===== src/rtl/sqrt_dispatch.sv =====
// Host-side driver for the asynchronous CORDIC square-root core: takes operands on a
// valid/ready stream, launches the core with a reset pulse and returns the root or a timeout.
module sqrt_dispatch #(
  parameter int DW      = 32,
  parameter int RST_CYC = 2,
  parameter int TO_CYC  = 4096
) (
  input  logic          ck,
  input  logic          arst,
  input  logic          op_valid,
  output logic          op_ready,
  input  logic [DW-1:0] op_data,
  output logic [DW-1:0] core_data,
  output logic          core_arst_n,
  input  logic          core_finished,
  input  logic [DW-1:0] core_result,
  output logic          res_valid,
  input  logic          res_ready,
  output logic [DW-1:0] res_data,
  output logic          res_err
);

  localparam int CW = $clog2(TO_CYC) + 1;

  typedef enum logic [1:0] {IDLE, LAUNCH, WAIT, HOLD} state_t;

  state_t        state, state_nx;
  logic [CW-1:0] cnt;
  logic          fin_m, fin_s, armed;
  logic          handshake, accept, timeout, launch_done;

  assign handshake   = op_valid && op_ready;
  assign launch_done = (state == LAUNCH) && (cnt == CW'(RST_CYC - 1));
  // A finished flag already high on WAIT entry belongs to a previous job; only a fresh rise counts.
  assign accept      = (state == WAIT) && armed && fin_s;
  assign timeout     = (state == WAIT) && (cnt == CW'(TO_CYC - 1));
  assign res_valid   = (state == HOLD);

  always_comb begin
    state_nx = state;
    case (state)
      IDLE:    if (handshake) state_nx = LAUNCH;
      LAUNCH:  if (launch_done) state_nx = WAIT;
      WAIT:    if (accept || timeout) state_nx = HOLD;
      HOLD:    if (res_ready) state_nx = IDLE;
      default: state_nx = IDLE;
    endcase
  end

  always_ff @(posedge ck or posedge arst) begin
    if (arst) begin
      state    <= IDLE;
      op_ready <= 1'b0;
      cnt      <= '0;
    end else begin
      state    <= state_nx;
      op_ready <= (state_nx == IDLE);
      if ((state != state_nx) && (state_nx == LAUNCH || state_nx == WAIT))
        cnt <= '0;
      else if (cnt != '1)
        cnt <= cnt + CW'(1);
    end
  end

  // The launch pulse trails the state by one cycle so the operand settles on data_i first.
  always_ff @(posedge ck or posedge arst) begin
    if (arst) begin
      core_arst_n <= 1'b0;
      core_data   <= '0;
    end else begin
      core_arst_n <= (state != LAUNCH);
      if (handshake)
        core_data <= op_data;
    end
  end

  always_ff @(posedge ck or posedge arst) begin
    if (arst) begin
      fin_m <= 1'b0;
      fin_s <= 1'b0;
      armed <= 1'b0;
    end else begin
      fin_m <= core_finished;
      fin_s <= fin_m;
      if (state != WAIT)
        armed <= 1'b0;
      else if (!fin_s)
        armed <= 1'b1;
    end
  end

  always_ff @(posedge ck or posedge arst) begin
    if (arst) begin
      res_data <= '0;
      res_err  <= 1'b0;
    end else if (accept) begin
      res_data <= core_result;
      res_err  <= 1'b0;
    end else if (timeout) begin
      res_data <= '0;
      res_err  <= 1'b1;
    end
  end

endmodule


===== config.mk =====
export PLATFORM = sky130hd
export DESIGN_NAME = sqrt_dispatch
export DESIGN_NICKNAME = d
export VERILOG_FILES = /design/src/rtl/sqrt_dispatch.sv
export SDC_FILE = /design/constraint.sdc
export NUM_CORES = 1
export LEC_CHECK = 0
export ABC_CLOCK_PERIOD_IN_PS = 3300
export BUFFER_PORTS_ARGS = -buffer_cell sky130_fd_sc_hd__buf_2
export CAP_MARGIN = 10
export CORE_ASPECT_RATIO = 1.75
export CORE_MARGIN = 2
export CORE_UTILIZATION = 50
export CTS_BUF_LIST = sky130_fd_sc_hd__clkbuf_8
export CTS_CLUSTER_SIZE = 14
export DETAILED_ROUTE_END_ITERATION = 16
export GPL_ROUTABILITY_DRIVEN = 0
export HOLD_SLACK_MARGIN = 0.12
export PLACE_DENSITY = 0.79
export SYNTH_ARGS = -nofsm -noshare
export SYNTH_HDL_FRONTEND = slang
export SYNTH_SLANG_ARGS = --single-unit

===== constraint.sdc =====
create_clock -name ck -period 3.3 [get_ports ck]
set_input_delay 0.66 -clock ck [delete_from_list [all_inputs] [get_ports ck]]
set_output_delay 0.66 -clock ck [all_outputs]
set_load 0.02 [all_outputs]

Word-level counts from Yosys, hierarchy flattened
Index checks and enable logic that the tools add are counted.

Register bits after elaboration: 85. Input bits: 69. Output and inout bits: 68. Word-level logic and storage cells: 48.

Add/subtract/negate cells: 1. Eq/ne operators: 12. Multiplexer cells: 13. Reduce and logical (&&, ||, !) cells: 12.

Operators by type and width (count): $mux W32 (2); $mux W13 (2); $add A13 B1 Y13 const B (1); $eq A13 B1 Y1 const B (1); $eq A13 B12 Y1 const B (1); $ne A13 B13 Y1 const B (1); $mux W2 (4); $pmux W2 S4 (1); $eq A2 B2 Y1 const B (3); $logic_and A1 B1 Y1 (6); $eq A2 B1 Y1 const B (2); $logic_not A2 Y1 (2); $mux W1 (4); $ne A2 B1 Y1 const B (2); $reduce_bool A2 Y1 (2); $logic_or A1 B1 Y1 (2); $ne A2 B2 Y1 (1); $ne A2 B2 Y1 const B (1).

Logic depth before layout (Yosys ltp)
Word-level depth: 10. Mapped depth: 10. Mapped depth without buffers: 9.

Worst setup path before layout
Ideal clock, no wire load.

Kind: reg-to-reg. Start point: register state[0]. End point: register cnt[1]. Setup time: 0.094 ns. Data arrival time: 2.120 ns. Required time: 3.206 ns. Path slack: 1.086 ns. Cell stages (with the launch flop): 10. Path buffers: 2. Period minus slack after synthesis: 2.214 ns. Path through: dfrtp_1 -> buf_2 -> or3b_1 -> o41ai_1 -> a21oi_1 -> a21o_1 -> ha_1 -> o31a_2 -> buf_6 -> a211oi_1.

Cells in the longest elaborated chain, start to end: 10. Elaborated cells between the ends (all ways): 21. Classes of those cells: eq/ne (6); mux (6); reduce/logical (9).

Ends and longest elaborated chain: start: declaration (line 27) `state_t state, state_nx;`; start signal: assignment (line 56) `state <= state_nx;`; $eq A2 B2 Y1 (line 35, 36, 41); $logic_and A1 B1 Y1 (2 in series) (line 35) `assign accept = (state == WAIT) && armed && fin_s;`; $logic_or A1 B1 Y1 (line 44) `WAIT: if (accept || timeout) state_nx = HOLD;`; $mux W2 (line 44); $pmux W2 S4 (line 41) `case (state)`; $eq A2 B1 Y1 or $eq A2 B2 Y1 (tied branches) (line 58) `if ((state != state_nx) && (state_nx == LAUNCH || state_nx == WAIT))`; $logic_or A1 B1 Y1 (line 58); $logic_and A1 B1 Y1 (*) (line 58); $mux W13 or $reduce_bool A2 Y1 (tied branches); end signal: assignment (line 61) `cnt <= cnt + CW'(1);`; end: declaration (line 28) `logic [CW-1:0] cnt;`.

Mark *: on every way between the ends. The rest lies on a longest branch, timed or not. A chain may end at the register's enable or synchronous reset.

Worst setup path in the final report
Start point: register cnt[0]. End point: register cnt[3].

Cells in the longest elaborated chain, start to end: 9. Elaborated cells between the ends (all ways): 18. Classes of those cells: add/sub (1); eq/ne (6); mux (5); reduce/logical (6).

Ends and longest elaborated chain: $eq A13 B12 Y1 (line 36) `assign timeout = (state == WAIT) && (cnt == CW'(TO_CYC - 1));`; $logic_and A1 B1 Y1 (line 36); $logic_or A1 B1 Y1 (line 44); $mux W2 (line 44); $pmux W2 S4 (line 41); $eq A2 B1 Y1 or $eq A2 B2 Y1 (tied branches) (line 58); $logic_or A1 B1 Y1 (line 58); $logic_and A1 B1 Y1 (line 58); $mux W13 or $reduce_bool A2 Y1 (tied branches).

Several ways; a longest one is shown, not always the timed one. The select of a mux whose other input is x is not followed.

==> summary by stage <==
Layout
The end-of-flow core utilization is 65.2%. The top cell types in the final layout, fill and taps aside, are buf_2, dfrtp_1, nand2_1, o21ai_0, mux2_2. Relative to the synthesized area, the layout overhead comes to 27.1%. The number of inserted filler cells in the final layout is 550.

The repair_antennas step left the layout with diodes totalling 0. In the final layout, the share of cells above drive strength 1 is 42.3%. The most common cell after layout, fill and taps aside is buf_2.

After the last flow step, the layout net total stands at 526. Excluding fillers, the count of instances in the completed layout stands at 543. The final design area excluding fillers is 4470 µm².

Yosys
In this run the cell area of the synthesized design comes to 3520 µm². When the netlist entered floorplanning its net count stood at 390. Of the total synthesized cell area, the portion taken by XOR and XNOR cells is 0.747%. The distinct cell type count of the synthesized netlist is 41. Yosys printed 0 warnings. The number of enable flip-flop cells after synthesis is 0.

The combinational family with the most area after synthesis is simple AND/OR/NAND/NOR gates. The post-synthesis compound-gate area fraction is 9.28%. The cell taking the most area after synthesis is dfrtp_1. The share of synthesized registers carrying an async set or reset is 100%. The number of instances in the synthesized netlist is 318. The sequential cell area fraction in the yosys report is 60.5%.

The synthesized netlist devotes 1.07% of its cell area to adder and majority cells. For this run, the leading register cell type out of synthesis is dfrtp_1. The area fraction in and, or, nand and nor cells after synthesis is 15.0%. Measured against the total synthesized area, the mux share comes to 10.2%. The top cell type by area accounts for 60.5% of the synthesized area. Yosys attributes the largest share of cell area to dfrtp_1, mux2_2, nand2_1.

The number of synthesized register bits is 85. The average size of a mapped cell is 11.1 µm².

Critical path
The classification of the worst setup path is reg2reg. The slowest stage of the critical path is the o41ai_1 cell. The type of element capturing the critical path is a register. The nature of the critical path startpoint is a register. The critical path goes through ha_1, nand3_2, o41ai_1, a21oi_1, a21o_1, ha_1, o31a_2, nor3_1. Along the worst path, the maximum fanout reaches 13. The delay of the slowest cell on the worst path is 0.51 ns. The most frequent cell on the critical path is ha_1. The required time reported for the critical path endpoint is 3.52 ns.

At the worst endpoint, the arrival time is 2.67 ns.

Route
The number of search-and-repair iterations in the first detailed-routing pass is 4. After the first detailed-routing iteration, the DRC count stood at 178. After detailed routing, the number of remaining DRC violations is 0.

The per-cell routed wire length is 14.7 µm. The final wirelength is 7980 µm. The number of nets still failing antenna checks after routing is 0. The routed layout has 2862 vias. The via count normalized by instance count is 5.27.

STA
Setup violations remaining at the end of the flow were counted as 0. Dividing the final minimum period by the clock period gives 74.5%. Setup repair after global routing left no endpoint under its margin. The shortest period the worst path allows is 2.46 ns. Measured against its own limit, the worst slew margin works out to 46.4%. The setup slack of the critical path after layout is 0.843 ns. The max-slew violation total from the final report is 0. Derived from the worst setup path, the maximum achievable clock frequency is 0.407 GHz.

Across the routed clock network, the largest skew measured is 0.00716 ns. The measured slew at the worst slew-check pin is 0.797 ns. The final-layout setup total negative slack is 0 ns. The hold violation count in the final report was 0. Across all hold checks on the routed design, the worst slack comes to 0.366 ns.

GRT
The first global-routing pass estimated 12500 µm of wire. Entering global routing, the biggest net connects 45 pins. The total global routing overflow is 0. Global routing consumed, over all layers together, 21.7% of the routing resources. The number of global-route vias before repair is 2793.

The number of antenna violations at the first check in global routing is 0.

Pwr
The cell area power density is 730 nW/µm². The sum of internal, switching and leakage power is 3.26 mW. Net switching is 34.8% of the power. The combinational cell fraction of total power is 30.7%. The proportion of power drawn by the clock network is 21.8%. The internal power summed over all cells is 2.13 mW. Of the total power, registers draw 47.4%. The switching power is 1.14 mW. For this design the static power due to leakage is 2.17 nW. Across the VDD grid, the largest voltage drop is 440 µV.

Place
After detailed placement, the total cell area comes to 4280 µm². Timing analysis after detailed placement gives a worst setup slack of 0.886 ns. In this run, placement finished with an instance count of 527. During placement, the flow inserted port buffers numbering 136. The detailed placer's ending HPWL is 5850 µm.

Clocking
The number of buffers created by CTS is 9. The clock net sink count is 85. Clock-pin slew was measured on the worst setup and hold paths at 0.07 ns.

The library cell used as clock root buffer is clkbuf_8. After clock tree synthesis, the flow added hold-fix buffers numbering 0. The number of levels the H-tree was split into is 3. In this run the post-CTS setup repair buffer count came out at 0. Once the clock tree was built, the resizer swapped 0 gates to a different size. The clock passes through at most 2 buffers.

The clock reaches the later pin of the worst-skew pair after 0.34 ns. TritonCTS built the clock tree.

Floorplan
The die outline area is 7750 µm². The die is 67.4 µm wide. The floorplan has 40 rows.

The initial core utilization is 51.3%. Pin placement for this block handled 137 I/O pins. The core region is 6860 µm².

The height of the die is 115 µm.

Worst hold path
The worst hold path belongs to the class reg2reg.

Run
The tool flagged a number of max-cap violations equal to 0.

Outcome
The flow ran to the end, and the final reports show no timing, DRC or antenna violations.
power by group through the flow:
| stage | Combinational [mW] | Clock, mW | Sequential (mW) |
|---|---|---|---|
| 6_report | 1.00 | 0.712 | 1.55 |
| 5_1_grt | 1.09 | 0.777 | 1.59 |
| 4_1_cts | 1.02 | 0.728 | 1.55 |
| 3_5_place_dp | 1.01 | 0 | 1.57 |
| 3_3_place_gp | 0.982 | 0 | 1.54 |
| 2_1_floorplan | 0.409 | 0 | 1.79 |
critical path: cells and delay by family (launching register included):
family | cells | cell delay, ns
AOI/OAI and AO/OA | 4 | 1.13
DFF | 1 | 0.43
adders and majority gates | 2 | 0.52
and+or+nand+nor | 2 | 0.25
metal layers:
layer,GRT usage [%],vias to the layer above,wire [µm]
li1,-,1361,-
met1,24.7,1379,2990
met2,37.7,110,4340
met3,5.48,12,520
met4,9.66,0,136
met5,0,-,0
sequential cells by signal, indices dropped and copies added (netlist names), 2 cells and up:
register and flops:
state 2, core_data 32, res_data 32, cnt 13
synthesized netlist by cell type, types with 3 or more instances:
cell and n:
a21oi_1 10, nand2_1 68, inv_1 9, nor4_1 3, nand3_1 5, xnor2_1 3, clkbuf_1 9, buf_2 3
nor2_1 9, dfrtp_1 85, o31ai_1 3, and3_1 4, nand4_1 3, o21ai_0 36, or3_1 4, mux2_2 32
ha_1 3
cell families after synthesis:
family,after synthesis
buf+inv,25
flops,85
fa+ha+maj,3
xor+xnor,3
compound gates,58
mux,32
simple gates,112
worst paths after layout:
kind                             start            end  slack (ns)  cells after the start
worst min-delay path             fin_m          fin_s        0.37                      0
worst max-delay path            cnt[0]         cnt[3]        0.84                      8
worst min register to register   fin_m          fin_s        0.37                      0
min in group asynchronous         arst  core_data[28]        0.39                      2
worst max register to register  cnt[0]         cnt[3]        0.84                      8
max in group asynchronous         arst   res_data[15]        2.23                      3
area by class of cell:
cell class	instances	area [µm²]	area share (%)
sequential	85	2130	47.6
multi-input combinational	208	1280	28.7
timing repair buffer	141	731	16.3
clock buffer	10	138	3.08
tap	84	105	2.35
clock inverter	6	55.1	1.23
inverter	9	35.0	0.783
Power figures use the tool's default switching activity.
